==> src/rtl/pep_bpip_batch_ctrl.sv <==
// Batch launcher for the PEP pipeline.
// Counts accepted PBS commands and decides when to launch a batch: when the batch is full,
// when the fill timer expires, opportunistically, or immediately when batching is disabled.
// The frozen batch size and cause are handed to the sequencer over a valid/ready handshake.
module pep_bpip_batch_ctrl #(
  parameter int unsigned BATCH_PBS_NB  = 12,
  parameter int unsigned TIMEOUT_CNT_W = 32,
  parameter int unsigned CNT_W         = $clog2(BATCH_PBS_NB + 1)
) (
  input  logic                     clk,
  input  logic                     a_rst,
  input  logic                     use_bpip,
  input  logic                     use_bpip_opportunism,
  input  logic [TIMEOUT_CNT_W-1:0] bpip_timeout,
  input  logic                     in_pbs_vld,
  output logic                     in_pbs_rdy,
  input  logic                     batch_busy,
  output logic                     launch_vld,
  input  logic                     launch_rdy,
  output logic [CNT_W-1:0]         launch_nb,
  output logic [1:0]               launch_cause,
  output logic [CNT_W-1:0]         pending_cnt
);

  localparam logic [1:0] CauseFull    = 2'd0;
  localparam logic [1:0] CauseTimeout = 2'd1;
  localparam logic [1:0] CauseOpport  = 2'd2;
  localparam logic [1:0] CauseNoBpip  = 2'd3;

  localparam logic [CNT_W-1:0] PendingMax = CNT_W'(BATCH_PBS_NB);

  typedef enum logic [1:0] {StIdle, StFill, StLaunch} state_e;

  state_e                   state_q;
  logic [CNT_W-1:0]         pending_q;
  logic [TIMEOUT_CNT_W-1:0] timer_q;
  logic                     launch_vld_q;
  logic [CNT_W-1:0]         launch_nb_q;
  logic [1:0]               launch_cause_q;

  logic                     in_accept;
  logic [CNT_W-1:0]         pending_inc;
  logic [CNT_W-1:0]         pending_post;
  logic [TIMEOUT_CNT_W-1:0] timer_inc;
  logic                     is_full;
  logic                     is_timeout;
  logic                     go;
  logic [1:0]               cause_d;

  // Accept handshake, launch decision and cause priority.
  always_comb begin
    in_pbs_rdy   = (state_q != StLaunch) && (pending_q < PendingMax);
    in_accept    = in_pbs_vld && in_pbs_rdy;
    pending_inc  = pending_q + CNT_W'(1);
    pending_post = in_accept ? pending_inc : pending_q;
    // Timer saturates at all-ones so a long busy wait cannot wrap back below the timeout.
    timer_inc    = (timer_q == '1) ? timer_q : timer_q + TIMEOUT_CNT_W'(1);
    is_full      = (pending_q == PendingMax);
    is_timeout   = (timer_q >= bpip_timeout);
    go           = !batch_busy && (!use_bpip || is_full || is_timeout || use_bpip_opportunism);
    cause_d      = CauseOpport;
    if (!use_bpip) begin
      cause_d = CauseNoBpip;
    end else if (is_full) begin
      cause_d = CauseFull;
    end else if (is_timeout) begin
      cause_d = CauseTimeout;
    end
  end

  // Batch FSM with registered launch outputs.
  always_ff @(posedge clk or posedge a_rst) begin
    if (a_rst) begin
      state_q        <= StIdle;
      pending_q      <= '0;
      timer_q        <= '0;
      launch_vld_q   <= 1'b0;
      launch_nb_q    <= '0;
      launch_cause_q <= CauseFull;
    end else begin
      unique case (state_q)
        StIdle: begin
          timer_q <= '0;
          if (in_accept) begin
            pending_q <= pending_inc;
            state_q   <= StFill;
          end
        end
        StFill: begin
          timer_q   <= timer_inc;
          pending_q <= pending_post;
          if (go) begin
            // A command accepted in the launch cycle joins this batch.
            state_q        <= StLaunch;
            launch_vld_q   <= 1'b1;
            launch_nb_q    <= pending_post;
            launch_cause_q <= cause_d;
          end
        end
        StLaunch: begin
          // Request is held until the sequencer takes it, whatever batch_busy does.
          if (launch_rdy) begin
            state_q      <= StIdle;
            launch_vld_q <= 1'b0;
            pending_q    <= '0;
            timer_q      <= '0;
          end
        end
        default: begin
          state_q <= StIdle;
        end
      endcase
    end
  end

  assign launch_vld   = launch_vld_q;
  assign launch_nb    = launch_nb_q;
  assign launch_cause = launch_cause_q;
  assign pending_cnt  = pending_q;

endmodule

==> config.mk <==
export PLATFORM = sky130hd
export DESIGN_NAME = pep_bpip_batch_ctrl
export DESIGN_NICKNAME = d
export VERILOG_FILES = /design/src/rtl/pep_bpip_batch_ctrl.sv
export SDC_FILE = /design/constraint.sdc
export NUM_CORES = 1
export LEC_CHECK = 0
export ABC_AREA = 0
export ABC_CLOCK_PERIOD_IN_PS = 5000
export CAP_MARGIN = 0
export CORE_MARGIN = 2
export CORE_UTILIZATION = 50
export DETAILED_ROUTE_END_ITERATION = 10
export PLACE_DENSITY = 0.78
export SYNTH_ARGS = -nofsm -noshare
export SYNTH_HDL_FRONTEND = slang
export SYNTH_SLANG_ARGS = --single-unit
==> constraint.sdc <==
create_clock -name clk -period 5 [get_ports clk]
set_clock_uncertainty 0.05 [all_clocks]
set_input_delay 0.5 -clock clk [delete_from_list [all_inputs] [get_ports clk]]
set_output_delay 0.5 -clock clk [all_outputs]
set_load 0.01 [all_outputs]
==> run summary, run 1 <==
cell row count: 29
Overall Power: 1.32 mW
First-pass DRT Iterations: 4
Crit path largest cell delay: 680 ps
# diodes: 0
post-synthesis mux area share: 0.0140
RR Endpoint: launch_nb[0]
Post-DP HPWL: 5.45 mm
Arr. time, crit path: 3100 ps
DRT Wirelength: 7.36 mm
DRC: 0
antenna viol nets, final: 0
vias in the first global route: 2843
CP startpoint kind: flop
Rel. slew slack: 0.271
critical path type: flop to flop
GRT Residual Overflow: 0
Synth Area in Simple Gates: 0.199
DR vias: 2973
post-place setup slack: 1770 ps
Num CTS Buffers: 5
vias per cell: 5.86
synthesized netlist cell count: 382
asr flop ratio synth: 1.00
Final Cell Area: 3870 sq um
CP max-delay cell: nand2_1
worst path required time: 5130 ps
io pins: 51
Area after DPL: 3750 sq um
DRT iter0 DRCs: 265
fin nets: 503
Critical Path End Type: flop
max-slew violation count: 0
R2R depth: 5
compound-cell area share of the yosys netlist: 0.220
Cell Chain, Critical Path: inv_1 -> nand2_1 -> nor2_1 -> a21boi_1 -> mux2_2
Setup-failing EPs final: 0
Adder-Cell Fraction of Synth Area: 0.137
core area: 6280 sq um
Worst Hold Class: flop to flop
clock root cell: clkbuf_8
first-pass GRT wire length: 12.7 mm
TritonCTS clock tree: built
Hold Startpoint: launch_nb[0]
# hold bufs at CTS: 0
Final min period: 2960 ps
gp weighted congestion: 0.821
die width: 84.1 um
CTS max path bufs: 2
Starting Density: 0.511
largest family of logic cells by synthesized area: compound AO/OA/AOI/OAI gates
#FFs+latches synth: 45
Avg WL per Cell: 14.5 um
crit-path max FO: 31
Mapped Nets: 456
predominant post-synthesis flop cell: dfrtp_1
Max IR drop VDD: 274 uV
RSZ-0062 raised after global routing: false
Worst-Margin Slew: 1090 ps
largest net degree at the start of global routing: 46
outcome: completed
endpoints failing hold: 0
number of max-cap violations: 0
CTS H-tree lvls: 2
Post-synth EDFFs: 0
clock sink total: 45
mean post-synth cell area: 8.39 sq um
initial antenna violation count: 0
port bufs: 50
Tot GR Track Use: 0.217
non-filler instance count after layout: 507
Post-Syn Area: 3210 sq um
die area: 7070 sq um
Tcrit/Tclk final: 0.592
setup_tns: 0 ps
sequential area share after synthesis: 0.351
Fmax: 0.338 GHz
Worst Hold End: launch_nb[0]
layout cells sized above 1: 0.0535
Post-CTS Setup Inserts: 0
DP Cell Count: 499
cts repair resizes: 0
area delta synth->final: 20.7%
Hold Path Cell Cnt: 1
clock-pin transition on the worst setup and hold timing paths: 90 ps
post-synthesis xor/xnor area fraction: 0.0109
Warnings, synthesis: 0
Clk Latency, worst-skew pair: 290 ps
P per Cell Area: 341 nW/um^2
Unique masters post-synth: 48
Lkg Pwr: 1.86 nW
FF-to-FF Start: state_q[1]
die height: 84.1 um
fin worst setup slack: 2040 ps
R2R Setup Slk: 2040 ps
[where the power goes]
| group | internal (mW) | switching (mW) |
|---|---|---|
| clock | 0.163 | 0.124 |
| combinational | 0.238 | 0.301 |
| sequential | 0.426 | 0.0700 |
[worst max-delay path, delay by kind of cell, from the launching register on]
kind | cells | cell delay [ps]
AND/OR/NAND/NOR | 2 | 1200
AO/OA/AOI/OAI | 1 | 510
flip-flops | 1 | 460
multiplexers | 1 | 390
buffers and inverters | 1 | 240
[logic make-up after synthesis]
family,count (synthesis)
AOI/OAI and AO/OA,117
adders and majority gates,35
DFF,45
muxes,4
xor gates and xnor gates,4
and+or+nand+nor,125
buffers and inverters,52
[final cells by class]
type / instances / area (sq um)
fill: 537 / 2410
multi-input combinational: 285 / 1860
sequential: 45 / 1130
timing repair buffer: 52 / 515
inverter: 40 / 150
tap: 77 / 96.3
clock buffer: 6 / 82.6
clock inverter: 2 / 37.5
[synth_stat cells, types with 3 or more instances]
cell type	number	share of area
dfrtp_1	45	0.35
o21ai_0	42	0.066
inv_1	40	0.047
nand2_1	36	0.042
ha_1	35	0.14
a21oi_1	29	0.045
nor2_1	28	0.033
nand3_1	17	0.027
nand4_1	12	0.023
a31oi_1	9	0.018
and3_1	8	0.016
o21a_1	7	0.016
clkbuf_1	6	0.0070
o31ai_1	6	0.014
a21o_1	5	0.012
nand2b_1	5	0.0098
and4_1	4	0.011
mux2_2	4	0.014
nor3_1	3	0.0047
o41ai_1	3	0.0082
[metal layers]
metal / GRT usage / vias to the layer above / wire (um)
li1: - / 1475 / -
met4: 0.0616 / 0 / 100
met5: 0 / - / 0
met1: 0.293 / 1395 / 3380
met2: 0.359 / 95 / 3510
met3: 0.0346 / 8 / 368
[stage by stage]
step                      hold WS, ps  utilization
after floorplan                   418            -
after global placement            446        0.598
after detailed placement          445        0.598
after global routing              491        0.617
after CTS                         465        0.617
final                             460        0.617
[state kept, by name, summed over array words and instances, names as in the netlist]
register      cells
timer_q          32
launch_nb         4
launch_cause      2
launch_vld        1
pending_cnt       4
state_q           2
[worst max path at each step]
stage                         to        startpoint  cells after the start  slack (ps)
floorplan           launch_nb[0]  bpip_timeout[19]                      9        2620
global placement    launch_nb[0]  bpip_timeout[25]                     10        1840
detailed placement  launch_nb[0]  bpip_timeout[25]                     10        1770
CTS                 launch_nb[0]  bpip_timeout[25]                     10        2070
global route        launch_nb[0]  bpip_timeout[25]                     10        1840
finish              launch_nb[0]        state_q[1]                      5        2040
[placed cells by master, fill, tap and decap left out, types with 5 or more instances in the layout]
cell type	instances
nand2b_1	5
and3_1	8
a31oi_1	9
o21ai_0	42
inv_1	40
nand4_1	12
nand3_1	17
clkbuf_8	6
a21o_1	5
nor2_1	28
nand2_1	36
a21oi_1	29
clkdlybuf4s50_1	50
dfrtp_1	45
o21a_1	7
o31ai_1	6
ha_1	35
Power figures use the tool's default switching activity.
==> run 2, diff against run 1 <==
--- a/config.mk
+++ b/config.mk
@@ -6,12 +6,12 @@
 export NUM_CORES = 1
 export LEC_CHECK = 0
 export ABC_AREA = 0
-export ABC_CLOCK_PERIOD_IN_PS = 5000
+export ABC_CLOCK_PERIOD_IN_PS = 2600
 export CAP_MARGIN = 0
 export CORE_MARGIN = 2
-export CORE_UTILIZATION = 50
+export CORE_UTILIZATION = 49
 export DETAILED_ROUTE_END_ITERATION = 10
-export PLACE_DENSITY = 0.78
+export PLACE_DENSITY = 0.8
 export SYNTH_ARGS = -nofsm -noshare
 export SYNTH_HDL_FRONTEND = slang
 export SYNTH_SLANG_ARGS = --single-unit
==> constraint.sdc (replaced) <==
create_clock -name clk -period 2.6 [get_ports clk]
set_clock_uncertainty 0.05 [all_clocks]
set_input_delay 0.26 -clock clk [delete_from_list [all_inputs] [get_ports clk]]
set_output_delay 0.26 -clock clk [all_outputs]
set_load 0.01 [all_outputs]
==> run 2 against run 1 <==
Net effect:
- sequential power grew 91%
- final area grew 1.6%
- clock power grew 46%
- first-iteration DRC count shrank 50%
- global-route usage shrank 0.59 points
- wire length shrank 0.97%
- count of clock-buffer cells in the layout is the same
==> run summary, run 2 (synthesized netlist as in run 1, its figures left out) <==
outcome: completed
Post-CTS Setup Inserts: 0
Arr. time, crit path: 2600 ps
# diodes: 0
layout cells sized above 1: 0.0813
DRT Wirelength: 7.29 mm
P per Cell Area: 625 nW/um^2
setup_tns: 0 ps
Max IR drop VDD: 585 uV
io pins: 51
CTS H-tree lvls: 2
Tot GR Track Use: 0.211
critical path type: input port to flop
Critical Path End Type: flop
Rel. slew slack: 0.611
Clk Latency, worst-skew pair: 300 ps
endpoints failing hold: 0
die width: 84.9 um
most frequent cells in the layout: clkdlybuf4s50_1, dfrtp_1, o21ai_0
Tcrit/Tclk final: 0.948
Starting Density: 0.505
DRC: 0
port bufs: 50
antenna viol nets, final: 0
core area: 6350 sq um
Avg WL per Cell: 14.0 um
Post-DP HPWL: 5.52 mm
Num CTS Buffers: 5
cell row count: 29
area delta synth->final: 22.7%
DRT iter0 DRCs: 132
max reg flops: 32
GRT Residual Overflow: 0
Final min period: 2460 ps
largest net degree at the start of global routing: 46
vias per cell: 5.80
Worst Hold Class: input port to asynchronous set/reset pin
number of max-cap violations: 0
worst path required time: 2740 ps
Hold Slack: 360 ps
Setup-failing EPs final: 0
# hold bufs at CTS: 0
clock root cell: clkbuf_8
first-pass GRT wire length: 12.7 mm
CTS max path bufs: 2
crit-path max FO: 3
RSZ-0062 raised after global routing: false
vias in the first global route: 2894
Final Util: 0.620
CP startpoint kind: input port
Fmax: 0.406 GHz
clock sink total: 45
die area: 7210 sq um
TritonCTS clock tree: built
die height: 84.9 um
cts repair resizes: 0
DR vias: 3014
max-slew violation count: 0
clock-pin transition on the worst setup and hold timing paths: 80 ps
gp weighted congestion: 0.802
initial antenna violation count: 0
fin nets: 516
First-pass DRT Iterations: 4
Worst-Margin Slew: 583 ps
Lkg Pwr: 1.92 nW
Biggest register: timer_q
leading cell type in the layout, fill and taps excluded: clkdlybuf4s50_1
run 2: changes by cell type in the layout (fill, tap and decap cells not counted):
cell        change
bufinv_16       -1
clkbuf_8        -1
clkbuf_1        +1
buf_4          +13
a21boi_2        +1
clkinv_2        +2
a21boi_1        -1
clkinvlp_4      -1
run 2: final timing paths:
kind	from	end	slack, ps	cells after the start
min	a_rst	launch_vld	360	3
min reg2reg	launch_cause[0]	launch_cause[0]	460	1
min in group clk	launch_cause[0]	launch_cause[0]	460	1
max reg2reg	timer_q[27]	launch_cause[0]	170	10
max in group asynchronous	a_rst	timer_q[29]	1740	3
max	bpip_timeout[25]	launch_cause[0]	140	12
run 2: final cells by class:
class	count	area [sq um]
fill	551	2410
multi-input combinational	285	1870
sequential	45	1130
timing repair buffer	65	613
inverter	40	150
tap	77	96.3
clock buffer	6	72.6
clock inverter	2	10.0
run 2: per-stage QoR:
| stage | instances | power [mW] | setup slack [ps] | cell area, sq um |
|---|---|---|---|---|
| floorplan | 382 | 1.61 | 291 | 3210 |
| global placement | 512 | 2.01 | -195 | 3850 |
| detailed placement | 512 | 2.05 | -263 | 3850 |
| CTS | 520 | 2.47 | 59.2 | 3930 |
| global route | 520 | 2.64 | 2.96 | 3940 |
| finish | 520 | 2.46 | 135 | 3940 |
run 2: where the power goes:
group	internal [mW]	leakage, nW	total, mW	switching [mW]
clock network	0.187	0.0450	0.419	0.233
logic	0.504	1.27	1.09	0.588
registers	0.819	0.600	0.949	0.130
run 2: metal layers:
layer / vias up / track usage / part of all wire
met3: 9 / 0.0331 / 0.049
met4: 0 / 0.0404 / 0.0081
li1: 1495 / - / -
met2: 81 / 0.360 / 0.49
met1: 1429 / 0.287 / 0.46
met5: - / 0 / 0
run 2: worst max-delay path, stage by stage:
cell and delay, ps:
clkdlybuf4s50_1 450, inv_1 40, ha_1 290, a21oi_1 150, o21ai_0 100, a221oi_1 390, buf_4 200, o311ai_0 120
nand3_1 160, buf_4 140, o21ai_0 100, a22o_1 190
==> run 3, diff against run 2 <==
--- a/config.mk
+++ b/config.mk
@@ -12,6 +12,7 @@
 export CORE_UTILIZATION = 49
 export DETAILED_ROUTE_END_ITERATION = 10
 export PLACE_DENSITY = 0.8
+export SLEW_MARGIN = 20
 export SYNTH_ARGS = -nofsm -noshare
 export SYNTH_HDL_FRONTEND = slang
 export SYNTH_SLANG_ARGS = --single-unit
==> results of run 3 <==
The final DEF is identical to that of run 2; final timing and power are the same.
